File: config.mk
export PLATFORM = sky130hd
export DESIGN_NAME = axi_ax_fifo_buffer
export DESIGN_NICKNAME = d
export VERILOG_FILES = /design/src/rtl/axi_buf_pkg.sv /design/src/rtl/axi_fifo_core.sv /design/src/rtl/axi_ax_fifo_buffer.sv
export SDC_FILE = /design/constraint.sdc
export NUM_CORES = 1
export LEC_CHECK = 0
export ABC_AREA = 1
export CORE_MARGIN = 1.5
export CORE_UTILIZATION = 35
export DETAILED_ROUTE_END_ITERATION = 10
export PLACE_DENSITY_LB_ADDON = 0.05
export SLEW_MARGIN = 20
export SYNTH_ARGS = -nofsm -noshare
export SYNTH_HDL_FRONTEND = slang
export SYNTH_SLANG_ARGS = --single-unit
export TNS_END_PERCENT = 5
File: constraint.sdc
create_clock -name clk_i -period 3.3 [get_ports clk_i]
set_clock_uncertainty 0.1 [all_clocks]
set_input_delay 0.66 -clock clk_i [delete_from_list [all_inputs] [get_ports clk_i]]
set_output_delay 0.66 -clock clk_i [all_outputs]
set_load 0.005 [all_outputs]
File: src/rtl/axi_buf_pkg.sv
// Shared widths, field types and packing helpers for the AXI address-channel buffer.
package axi_buf_pkg;

    localparam int unsigned CACHE_W  = 4;
    localparam int unsigned PROT_W   = 3;
    localparam int unsigned LOCK_W   = 1;
    localparam int unsigned BURST_W  = 2;
    localparam int unsigned SIZE_W   = 3;
    localparam int unsigned LEN_W    = 8;
    localparam int unsigned QOS_W    = 4;
    localparam int unsigned REGION_W = 4;
    localparam int unsigned ATOP_W   = 6;

    // Width of every request field except addr, user and id.
    localparam int unsigned AX_FIXED_W = CACHE_W + PROT_W + LOCK_W + BURST_W + SIZE_W + LEN_W +
                                         QOS_W + REGION_W + ATOP_W;

    typedef enum logic [1:0] {
        BURST_FIXED = 2'b00,
        BURST_INCR  = 2'b01,
        BURST_WRAP  = 2'b10
    } axi_burst_e;

    // Burst is kept as raw bits so reserved encodings pass through untouched.
    typedef struct packed {
        logic [CACHE_W-1:0]  cache;
        logic [PROT_W-1:0]   prot;
        logic [LOCK_W-1:0]   lock;
        logic [BURST_W-1:0]  burst;
        logic [SIZE_W-1:0]   size;
        logic [LEN_W-1:0]    len;
        logic [QOS_W-1:0]    qos;
        logic [REGION_W-1:0] region;
        logic [ATOP_W-1:0]   atop;
    } ax_fixed_t;

    // Fixed fields, MSB first: cache, prot, lock, burst, size, len, qos, region, atop.
    // addr, user and id follow below these in the stored entry.
    function automatic logic [AX_FIXED_W-1:0] ax_pack(
        input logic [CACHE_W-1:0]  cache,
        input logic [PROT_W-1:0]   prot,
        input logic [LOCK_W-1:0]   lock,
        input logic [BURST_W-1:0]  burst,
        input logic [SIZE_W-1:0]   size,
        input logic [LEN_W-1:0]    len,
        input logic [QOS_W-1:0]    qos,
        input logic [REGION_W-1:0] region,
        input logic [ATOP_W-1:0]   atop
    );
        return {cache, prot, lock, burst, size, len, qos, region, atop};
    endfunction

    function automatic ax_fixed_t ax_unpack(input logic [AX_FIXED_W-1:0] vec);
        return ax_fixed_t'(vec);
    endfunction

endpackage

File: src/rtl/axi_fifo_core.sv
// Circular FIFO with optional fall-through. Ready depends only on state, never on out_ready_i.
module axi_fifo_core #(
    parameter int unsigned DATA_WIDTH   = 8,
    parameter int unsigned DEPTH        = 4,
    parameter bit          FALL_THROUGH = 1'b0,
    localparam int unsigned USAGE_W     = $clog2(DEPTH + 1)
) (
    input  logic                  clk_i,
    input  logic                  rst_ni,
    input  logic                  in_valid_i,
    output logic                  in_ready_o,
    input  logic [DATA_WIDTH-1:0] in_data_i,
    output logic                  out_valid_o,
    input  logic                  out_ready_i,
    output logic [DATA_WIDTH-1:0] out_data_o,
    output logic [USAGE_W-1:0]    usage_o,
    output logic                  wr_en_o,
    output logic                  rd_en_o
);

    localparam int unsigned PTR_W = (DEPTH > 1) ? $clog2(DEPTH) : 1;

    logic [DATA_WIDTH-1:0] mem_q [DEPTH];
    logic [PTR_W-1:0]      wr_ptr_q, wr_ptr_d;
    logic [PTR_W-1:0]      rd_ptr_q, rd_ptr_d;
    logic [USAGE_W-1:0]    usage_q, usage_d;
    logic                  empty, full, ft_active, push, pop;

    assign empty     = (usage_q == '0);
    assign full      = (usage_q == USAGE_W'(DEPTH));
    assign ft_active = FALL_THROUGH && empty;

    assign in_ready_o  = !full;
    assign out_valid_o = !empty || (ft_active && in_valid_i);
    assign out_data_o  = ft_active ? in_data_i : mem_q[rd_ptr_q];
    assign usage_o     = usage_q;

    assign push = in_valid_i && in_ready_o;
    assign pop  = out_valid_o && out_ready_i;

    // A fall-through pop consumes the incoming request directly, so nothing is stored.
    assign wr_en_o = push && !(ft_active && pop);
    assign rd_en_o = pop && !ft_active;

    // Next-state for pointers and occupancy; pointers wrap at DEPTH-1.
    always_comb begin
        wr_ptr_d = wr_ptr_q;
        rd_ptr_d = rd_ptr_q;
        usage_d  = usage_q;
        if (wr_en_o) begin
            wr_ptr_d = (wr_ptr_q == PTR_W'(DEPTH - 1)) ? '0 : wr_ptr_q + PTR_W'(1);
        end
        if (rd_en_o) begin
            rd_ptr_d = (rd_ptr_q == PTR_W'(DEPTH - 1)) ? '0 : rd_ptr_q + PTR_W'(1);
        end
        if (wr_en_o && !rd_en_o) begin
            usage_d = usage_q + USAGE_W'(1);
        end else if (rd_en_o && !wr_en_o) begin
            usage_d = usage_q - USAGE_W'(1);
        end
    end

    // Pointer and occupancy registers.
    always_ff @(posedge clk_i or negedge rst_ni) begin
        if (!rst_ni) begin
            wr_ptr_q <= '0;
            rd_ptr_q <= '0;
            usage_q  <= '0;
        end else begin
            wr_ptr_q <= wr_ptr_d;
            rd_ptr_q <= rd_ptr_d;
            usage_q  <= usage_d;
        end
    end

    // Storage array, cleared on reset so idle outputs read as zero.
    always_ff @(posedge clk_i or negedge rst_ni) begin
        if (!rst_ni) begin
            for (int i = 0; i < int'(DEPTH); i++) begin
                mem_q[i] <= '0;
            end
        end else if (wr_en_o) begin
            mem_q[wr_ptr_q] <= in_data_i;
        end
    end

endmodule

File: src/rtl/axi_ax_fifo_buffer.sv
// AW/AR request buffer: packs fields into the FIFO core, gates atop for AR, tracks beats.
module axi_ax_fifo_buffer
    import axi_buf_pkg::*;
#(
    parameter int unsigned ID_WIDTH     = 4,
    parameter int unsigned ADDR_WIDTH   = 32,
    parameter int unsigned USER_WIDTH   = 1,
    parameter int unsigned DEPTH        = 4,
    parameter bit          FALL_THROUGH = 1'b0,
    parameter bit          IS_WRITE     = 1'b1
) (
    input  logic                           clk_i,
    input  logic                           rst_ni,
    input  logic                           test_en_i,
    input  logic                           slave_valid_i,
    output logic                           slave_ready_o,
    input  logic [ADDR_WIDTH-1:0]          slave_addr_i,
    input  logic [2:0]                     slave_prot_i,
    input  logic [3:0]                     slave_region_i,
    input  logic [7:0]                     slave_len_i,
    input  logic [2:0]                     slave_size_i,
    input  logic [1:0]                     slave_burst_i,
    input  logic                           slave_lock_i,
    input  logic [3:0]                     slave_cache_i,
    input  logic [3:0]                     slave_qos_i,
    input  logic [5:0]                     slave_atop_i,
    input  logic [ID_WIDTH-1:0]            slave_id_i,
    input  logic [USER_WIDTH-1:0]          slave_user_i,
    output logic                           master_valid_o,
    input  logic                           master_ready_i,
    output logic [ADDR_WIDTH-1:0]          master_addr_o,
    output logic [2:0]                     master_prot_o,
    output logic [3:0]                     master_region_o,
    output logic [7:0]                     master_len_o,
    output logic [2:0]                     master_size_o,
    output logic [1:0]                     master_burst_o,
    output logic                           master_lock_o,
    output logic [3:0]                     master_cache_o,
    output logic [3:0]                     master_qos_o,
    output logic [5:0]                     master_atop_o,
    output logic [ID_WIDTH-1:0]            master_id_o,
    output logic [USER_WIDTH-1:0]          master_user_o,
    output logic [$clog2(DEPTH+1)-1:0]     usage_o,
    output logic [$clog2(DEPTH*256+1)-1:0] beats_o
);

    localparam int unsigned DATA_WIDTH = AX_FIXED_W + ADDR_WIDTH + ID_WIDTH + USER_WIDTH;
    localparam int unsigned USAGE_W    = $clog2(DEPTH + 1);
    localparam int unsigned BEATS_W    = $clog2(DEPTH * 256 + 1);

    // Test mode only reaches clock-gating hooks; no functional use here.
    logic unused_test_en;
    assign unused_test_en = test_en_i;

    logic [ATOP_W-1:0]     atop_in;
    logic [DATA_WIDTH-1:0] in_data, out_data;
    ax_fixed_t             out_fixed;
    logic                  wr_en, rd_en;
    logic [USAGE_W-1:0]    usage;
    logic [BEATS_W-1:0]    beats_q, beats_d;

    // AR buffers never carry atop.
    assign atop_in = IS_WRITE ? slave_atop_i : '0;

    assign in_data = {ax_pack(slave_cache_i, slave_prot_i, slave_lock_i, slave_burst_i,
                              slave_size_i, slave_len_i, slave_qos_i, slave_region_i, atop_in),
                      slave_addr_i, slave_user_i, slave_id_i};

    axi_fifo_core #(
        .DATA_WIDTH   (DATA_WIDTH),
        .DEPTH        (DEPTH),
        .FALL_THROUGH (FALL_THROUGH)
    ) u_core (
        .clk_i       (clk_i),
        .rst_ni      (rst_ni),
        .in_valid_i  (slave_valid_i),
        .in_ready_o  (slave_ready_o),
        .in_data_i   (in_data),
        .out_valid_o (master_valid_o),
        .out_ready_i (master_ready_i),
        .out_data_o  (out_data),
        .usage_o     (usage),
        .wr_en_o     (wr_en),
        .rd_en_o     (rd_en)
    );

    assign out_fixed = ax_unpack(out_data[DATA_WIDTH-1 -: AX_FIXED_W]);

    assign master_cache_o  = out_fixed.cache;
    assign master_prot_o   = out_fixed.prot;
    assign master_lock_o   = out_fixed.lock;
    assign master_burst_o  = out_fixed.burst;
    assign master_size_o   = out_fixed.size;
    assign master_len_o    = out_fixed.len;
    assign master_qos_o    = out_fixed.qos;
    assign master_region_o = out_fixed.region;
    assign master_atop_o   = IS_WRITE ? out_fixed.atop : '0;
    assign master_addr_o   = out_data[ID_WIDTH+USER_WIDTH +: ADDR_WIDTH];
    assign master_user_o   = out_data[ID_WIDTH +: USER_WIDTH];
    assign master_id_o     = out_data[ID_WIDTH-1:0];
    assign usage_o         = usage;
    assign beats_o         = beats_q;

    // Beat total follows what is actually stored; fall-through transfers never count.
    always_comb begin
        beats_d = beats_q;
        if (wr_en) begin
            beats_d = beats_d + BEATS_W'(slave_len_i) + BEATS_W'(1);
        end
        if (rd_en) begin
            beats_d = beats_d - BEATS_W'(out_fixed.len) - BEATS_W'(1);
        end
    end

    // Beat accumulator register.
    always_ff @(posedge clk_i or negedge rst_ni) begin
        if (!rst_ni) begin
            beats_q <= '0;
        end else begin
            beats_q <= beats_d;
        end
    end

endmodule

* After elaboration in Yosys (flattened, before gate mapping)
Index checks and enable logic that the tools add are counted.
** Cells by class
- Mux-type cells :: 12
- Magnitude comparators :: 3
- Bitwise operators :: 2
- Equality and inequality tests :: 3
- Reduce and logical (&&, ||, !) cells :: 11
- $add $sub $neg :: 8
** Operator list (number)
- 288-bit bitwise mux :: 1
- 72-bit two-way mux :: 3
- 72-bit binary-select mux with 2-bit select :: 1
- 72-bit demux with 2-bit select :: 1
- 11-bit two-way mux :: 2
- 11-bit by 1-bit adder with 11-bit output, second input constant :: 1
- 11-bit by 8-bit adder with 11-bit output :: 1
- 11-bit by 1-bit subtractor with 11-bit output, second input constant :: 1
- 11-bit by 8-bit subtractor with 11-bit output :: 1
- 3-bit greater-or-equal comparator, second input constant :: 2
- 3-bit two-way mux :: 2
- 2-bit inverter with 3-bit output :: 2
- 1-bit logical AND :: 5
- 2-bit by 1-bit adder with 2-bit output, second input constant :: 2
- 2-bit equality test, second input constant :: 2
- 1-bit zero test :: 4
- 2-bit two-way mux :: 2
- 3-bit by 1-bit adder with 3-bit output, second input constant :: 1
- 3-bit equality test, second input constant :: 1
- 3-bit zero test :: 1
- 3-bit by 1-bit < comparator with 1-bit output, second input constant :: 1
- 3-bit by 1-bit subtractor with 3-bit output, second input constant :: 1
- 2-bit nonzero test :: 1
** Storage, ports and cells
- Input port bits :: 77
- Logic and storage cells :: 47
- Bits in registers :: 306
- Output and inout bits :: 88

* Longest topological paths before layout
Gate-level depths: netlist of the first run.
- Word-level depth :: 7
- Depth in mapped cells :: 23
- Depth with buffers taken out :: 23

* By module
From an unflattened synthesis of the first run, not the netlist that was laid out.
** Second synthesis, totals
- Cell total of the unflattened synthesis :: 2093
- Area total of the unflattened synthesis :: 16264.3 µm²
** Modules (own cells, without submodules)
- axi_fifo_core :: area an instance 14901.8 µm², sequential area each 7382.1 µm², instances 1, cells each 1882
- axi_ax_fifo_buffer :: area an instance 1362.6 µm², sequential area each 275.3 µm², instances 1, cells each 211

* Worst setup path after synthesis of the first run
OpenSTA, ideal clock, no wires.
- Path kind :: in2reg
- From :: input port slave_len_i[0]
- To :: register beats_q[9] (netlist: beats_o[9])
- Data arrival time :: 2774 ps
- Stages on the path :: 15
- Required time :: 3077 ps
- Path buffers :: 0
- Setup time :: 123 ps
- Setup slack :: 304 ps
- Path through :: inv_1 > ha_1 > inv_1 > fa_1 > nand2_1 > o21ai_0 > xnor2_1 > a21oi_2 > ha_1 > a21o_1 > nand2_1 > nand3_1 > a21oi_1 > nand3_1 > xnor2_1
** On the way
- Word-level cells in the longest chain between the ends :: 6
** Ends and longest elaborated chain
- start, declared :: line axi_ax_fifo_buffer.sv:20 : input logic [7:0] slave_len_i,
- 11-bit by 8-bit adder with 11-bit output (*) :: line axi_ax_fifo_buffer.sv:108 : beats_d = beats_d + BEATS_W'(slave_len_i) + BEATS_W'(1);
- 11-bit by 1-bit adder with 11-bit output (*) :: line axi_ax_fifo_buffer.sv:108
- 11-bit two-way mux (*) :: line axi_ax_fifo_buffer.sv:107 : if (wr_en) begin
- 11-bit by 8-bit subtractor with 11-bit output :: line axi_ax_fifo_buffer.sv:111 : beats_d = beats_d - BEATS_W'(out_fixed.len) - BEATS_W'(1);
- 11-bit by 1-bit subtractor with 11-bit output :: line axi_ax_fifo_buffer.sv:111
- 11-bit two-way mux (*) :: line axi_ax_fifo_buffer.sv:110 : if (rd_en) begin
- named net beats_d[9] :: line axi_ax_fifo_buffer.sv:60 : logic [BEATS_W-1:0] beats_q, beats_d;
- end signal, assigned :: line axi_ax_fifo_buffer.sv:120 : beats_q <= beats_d;
- end, declared :: line axi_ax_fifo_buffer.sv:60
The timed path passes the listed nets; every way through them passes the cells marked *.
A chain may end at the register's enable or synchronous reset.

* Final worst setup path of the first run
- From :: register u_core.rd_ptr_q[1]
- To :: output port master_size_o[0]
** On the way
- Word-level cells in the longest chain between the ends :: 4
** Ends and longest elaborated chain
- start, declared :: line axi_fifo_core.sv:25 : logic [PTR_W-1:0] rd_ptr_q, rd_ptr_d;
- start signal, assigned :: line axi_fifo_core.sv:71 : rd_ptr_q <= rd_ptr_d;
- 2-bit inverter with 3-bit output (implied by the code) :: line axi_fifo_core.sv:35 : assign out_data_o = ft_active ? in_data_i : mem_q[rd_ptr_q];
- 72-bit binary-select mux with 2-bit select :: line axi_fifo_core.sv:35
- 72-bit two-way mux (implied by the code) (2 in a row) :: line axi_fifo_core.sv:35
- end, declared :: line axi_ax_fifo_buffer.sv:35 : output logic [2:0] master_size_o,
No other way between the ends. The select of a mux whose other input is x is not followed.

==> metrics.yaml, run 1 <==
final_util_pct: 45.13
drv_slew: 0
maxSlewHeadroom_pct: 69.25
drt_first_iter_violations: 674
pin_count: 165
dpl-instance-area_sq_mm: 0.01647
comb_power_share_pct: 46.9
drc: 0
layout_common_cells: "o21ai_0 (414), nand2_1 (380), dfrtp_1 (304)"
clkTransAtPathRegs_ns: 0.06
irDropWorstVdd_mv: 0.5540
num_vias: 11590
start_util_pct: 35.39
coreArea_sq_mm: 0.03964
critPathArrivalTime_ns: 2.44
syn_area_sq_mm: 0.01403
synthDistinctLibCells: 33
pwr-share-clk_pct: 21.0
drtPass1Iterations: 5
p_int_uw: 12630
rsz0062_at_grt: "yes"
antenna_cells: 0
vias_per_cell: 4.899
clock-root-buffer: "clkbuf_16"
startpoint_type: "register"
period_share_pct: 96.88
finalSetupViolCount: 0
clkSinkCount: 306
syn_nets: 1764
nets: 1919
cts_tree: "yes"
first_global_vias: 11314
insertion_delay_ns: 0.52
grt-ovfl-total: 0
layout_commonest_cell: "o21ai_0"
synthFlopType: "dfrtp_1"
ctsHtreeMaxLevel: 2
cts_inserted_buffers: 37
std_cell_rows: 73
crit_path_max_fanout: 18
gp_congestion: 0.7764
run_status: "completed"
power.density_mw_per_mm2: 1124
synth-seq-cells: 306
ys_seq_area_share_pct: 54.58
die_x_microns: 203.2
p_seq_share_pct: 32.0
hp-class: "reg2reg"
cts_setup_buffers: 0
grt_max_degree: 84
end_kind: "output pin"
die_y_microns: 203.2
worstPathRequired_ns: 2.54
rrSetupSlack_ns: 0.38
async_flop_share_pct: 100.0
fin_crit_ns: 3.197
dp.cells: 2301
portBuffers: 163
synth_edf_count: 0
die-area_sq_mm: 0.04129
wirelength_microns: 38120
wire_per_inst_microns: 16.11
synthesis.instances: 1662
yosys_warnings: 0
dp_hpwl_microns: 22980
drive_gt1_share_pct: 8.039
max_freq_ghz: 0.3128
synth_area_per_cell_sq_um: 8.441
swShare_pct: 37.17
antenna_left: 0
stdcell_count: 2366
clock_path_buffers: 3
cap_violations: 0
design_area_sq_mm: 0.01789
antenna_found_initial: 0
hold_viol_final: 0
worst_hold_slack_ns: 0.3776
tightest_slew_ns: 0.4613
areaGrowthSynthToFinish_pct: 27.52
power_leakage_uw: 0.008369
grt_use_total_pct: 18.70
grt_first_pass_wirelength_microns: 61930
critical_path_class: "reg2out"
p_switching_uw: 7473
==> worst paths after layout <==
path,end,cells past startpoint,startpoint
worst max-delay path,master_size_o[0],6,u_core.rd_ptr_q[1]
worst min-delay path,u_core.mem_q[83],2,u_core.mem_q[83]
worst max register to register,beats_o[10],16,u_core.rd_ptr_q[0]
worst min register to register,u_core.mem_q[83],2,u_core.mem_q[83]
max in group asynchronous,beats_o[5],3,rst_ni
min in group asynchronous,u_core.mem_q[19],2,rst_ni
==> kinds of logic after synthesis <==
family	after synthesis	synth area share, %
and+or+nand+nor	562	15.76
AOI/OAI and AO/OA	533	19.93
DFF	306	54.58
buffers and inverters	226	6.715
adders and majority gates	25	2.390
xor gates and xnor gates	10	0.6243
==> critical path, stage by stage, from the launching register on <==
cell,delay [ns]
dfrtp_2,0.44
inv_6,0.17
buf_6,0.20
buf_4,0.19
o21ai_0,0.09
o22ai_1,0.24
clkdlybuf4s50_1,0.57
==> final cells by class <==
| type | instances | area (sq um) |
|---|---|---|
| sequential | 306 | 7662 |
| clock inverter | 10 | 156.4 |
| timing repair buffer | 226 | 2369 |
| clock buffer | 53 | 1119 |
| tap | 525 | 656.9 |
| multi-input combinational | 1130 | 5475 |
| inverter | 116 | 452.9 |
| fill | 4005 | 21750 |
==> power by group through the flow <==
stage                     clock, uW  sequential (uW)  combinational (uW)
final                          4230             6440                9440
after global placement            0             6450                9270
after CTS                      4380             6430                9470
after global routing           4530             6680               10700
after detailed placement          0             6470                9360
after floorplan                   0             6230                5340
==> synthesized netlist by cell type, drive strengths merged, types with 2 or more instances <==
cell	count	area share (%)
clkbuf	64	1.7
a31oi	2	0.089
fa	3	0.43
a32oi	8	0.50
nand2	385	11
ha	22	2.0
xor2	2	0.12
nand4	4	0.18
o21ai	434	15
xnor2	8	0.50
nand3	18	0.77
nor2	150	4.0
buf	46	1.9
a21oi	22	0.84
inv	115	3.1
or2	3	0.13
o22ai	64	2.9
dfrtp	306	55
==> per-stage QoR <==
stage | power [uW] | worst slack (ns) | TNS [ns]
after floorplan | 11570 | 0.3039 | 0
after global placement | 15710 | -0.3371 | -1.274
after detailed placement | 15830 | -0.3758 | -1.510
after CTS | 20280 | -0.05273 | -0.1045
after global routing | 21920 | -0.02253 | -0.03902
final | 20110 | 0.1029 | 0
==> timing repair <==
action,in CTS,in global routing
hold endpoints to repair,36,0
gates cloned,1,0
hold buffers,1,0
setup endpoints to repair,66,27
gates resized for setup,5,19
pin swaps,0,3
==> flip-flops by register name, indices dropped and copies added, names as in the netlist <==
signal           count
u_core.mem_q       288
beats_o             11
u_core.usage_o       3
u_core.rd_ptr_q      2
u_core.wr_ptr_q      2
==> per-layer routing <==
metal | global-route usage [%] | routed length [microns] | vias up
met1 | 26.67 | 18460 | 5518
met5 | 0 | 0 | -
met3 | 2.860 | 1633 | 44
li1 | - | - | 5809
met2 | 29.90 | 17440 | 219
met4 | 4.339 | 581 | 0
Power figures use the tool's default switching activity.
==> run 2: changes to the inputs <==
--- a/config.mk
+++ b/config.mk
@@ -6,11 +6,12 @@
 export NUM_CORES = 1
 export LEC_CHECK = 0
 export ABC_AREA = 1
+export ABC_CLOCK_PERIOD_IN_PS = 3300
 export CORE_MARGIN = 1.5
 export CORE_UTILIZATION = 35
+export CTS_CLUSTER_DIAMETER = 100
 export DETAILED_ROUTE_END_ITERATION = 10
 export PLACE_DENSITY_LB_ADDON = 0.05
-export SLEW_MARGIN = 20
 export SYNTH_ARGS = -nofsm -noshare
 export SYNTH_HDL_FRONTEND = slang
 export SYNTH_SLANG_ARGS = --single-unit
==> results of run 2 <==
No change in the layout: final DEF, timing and power equal those of run 1.
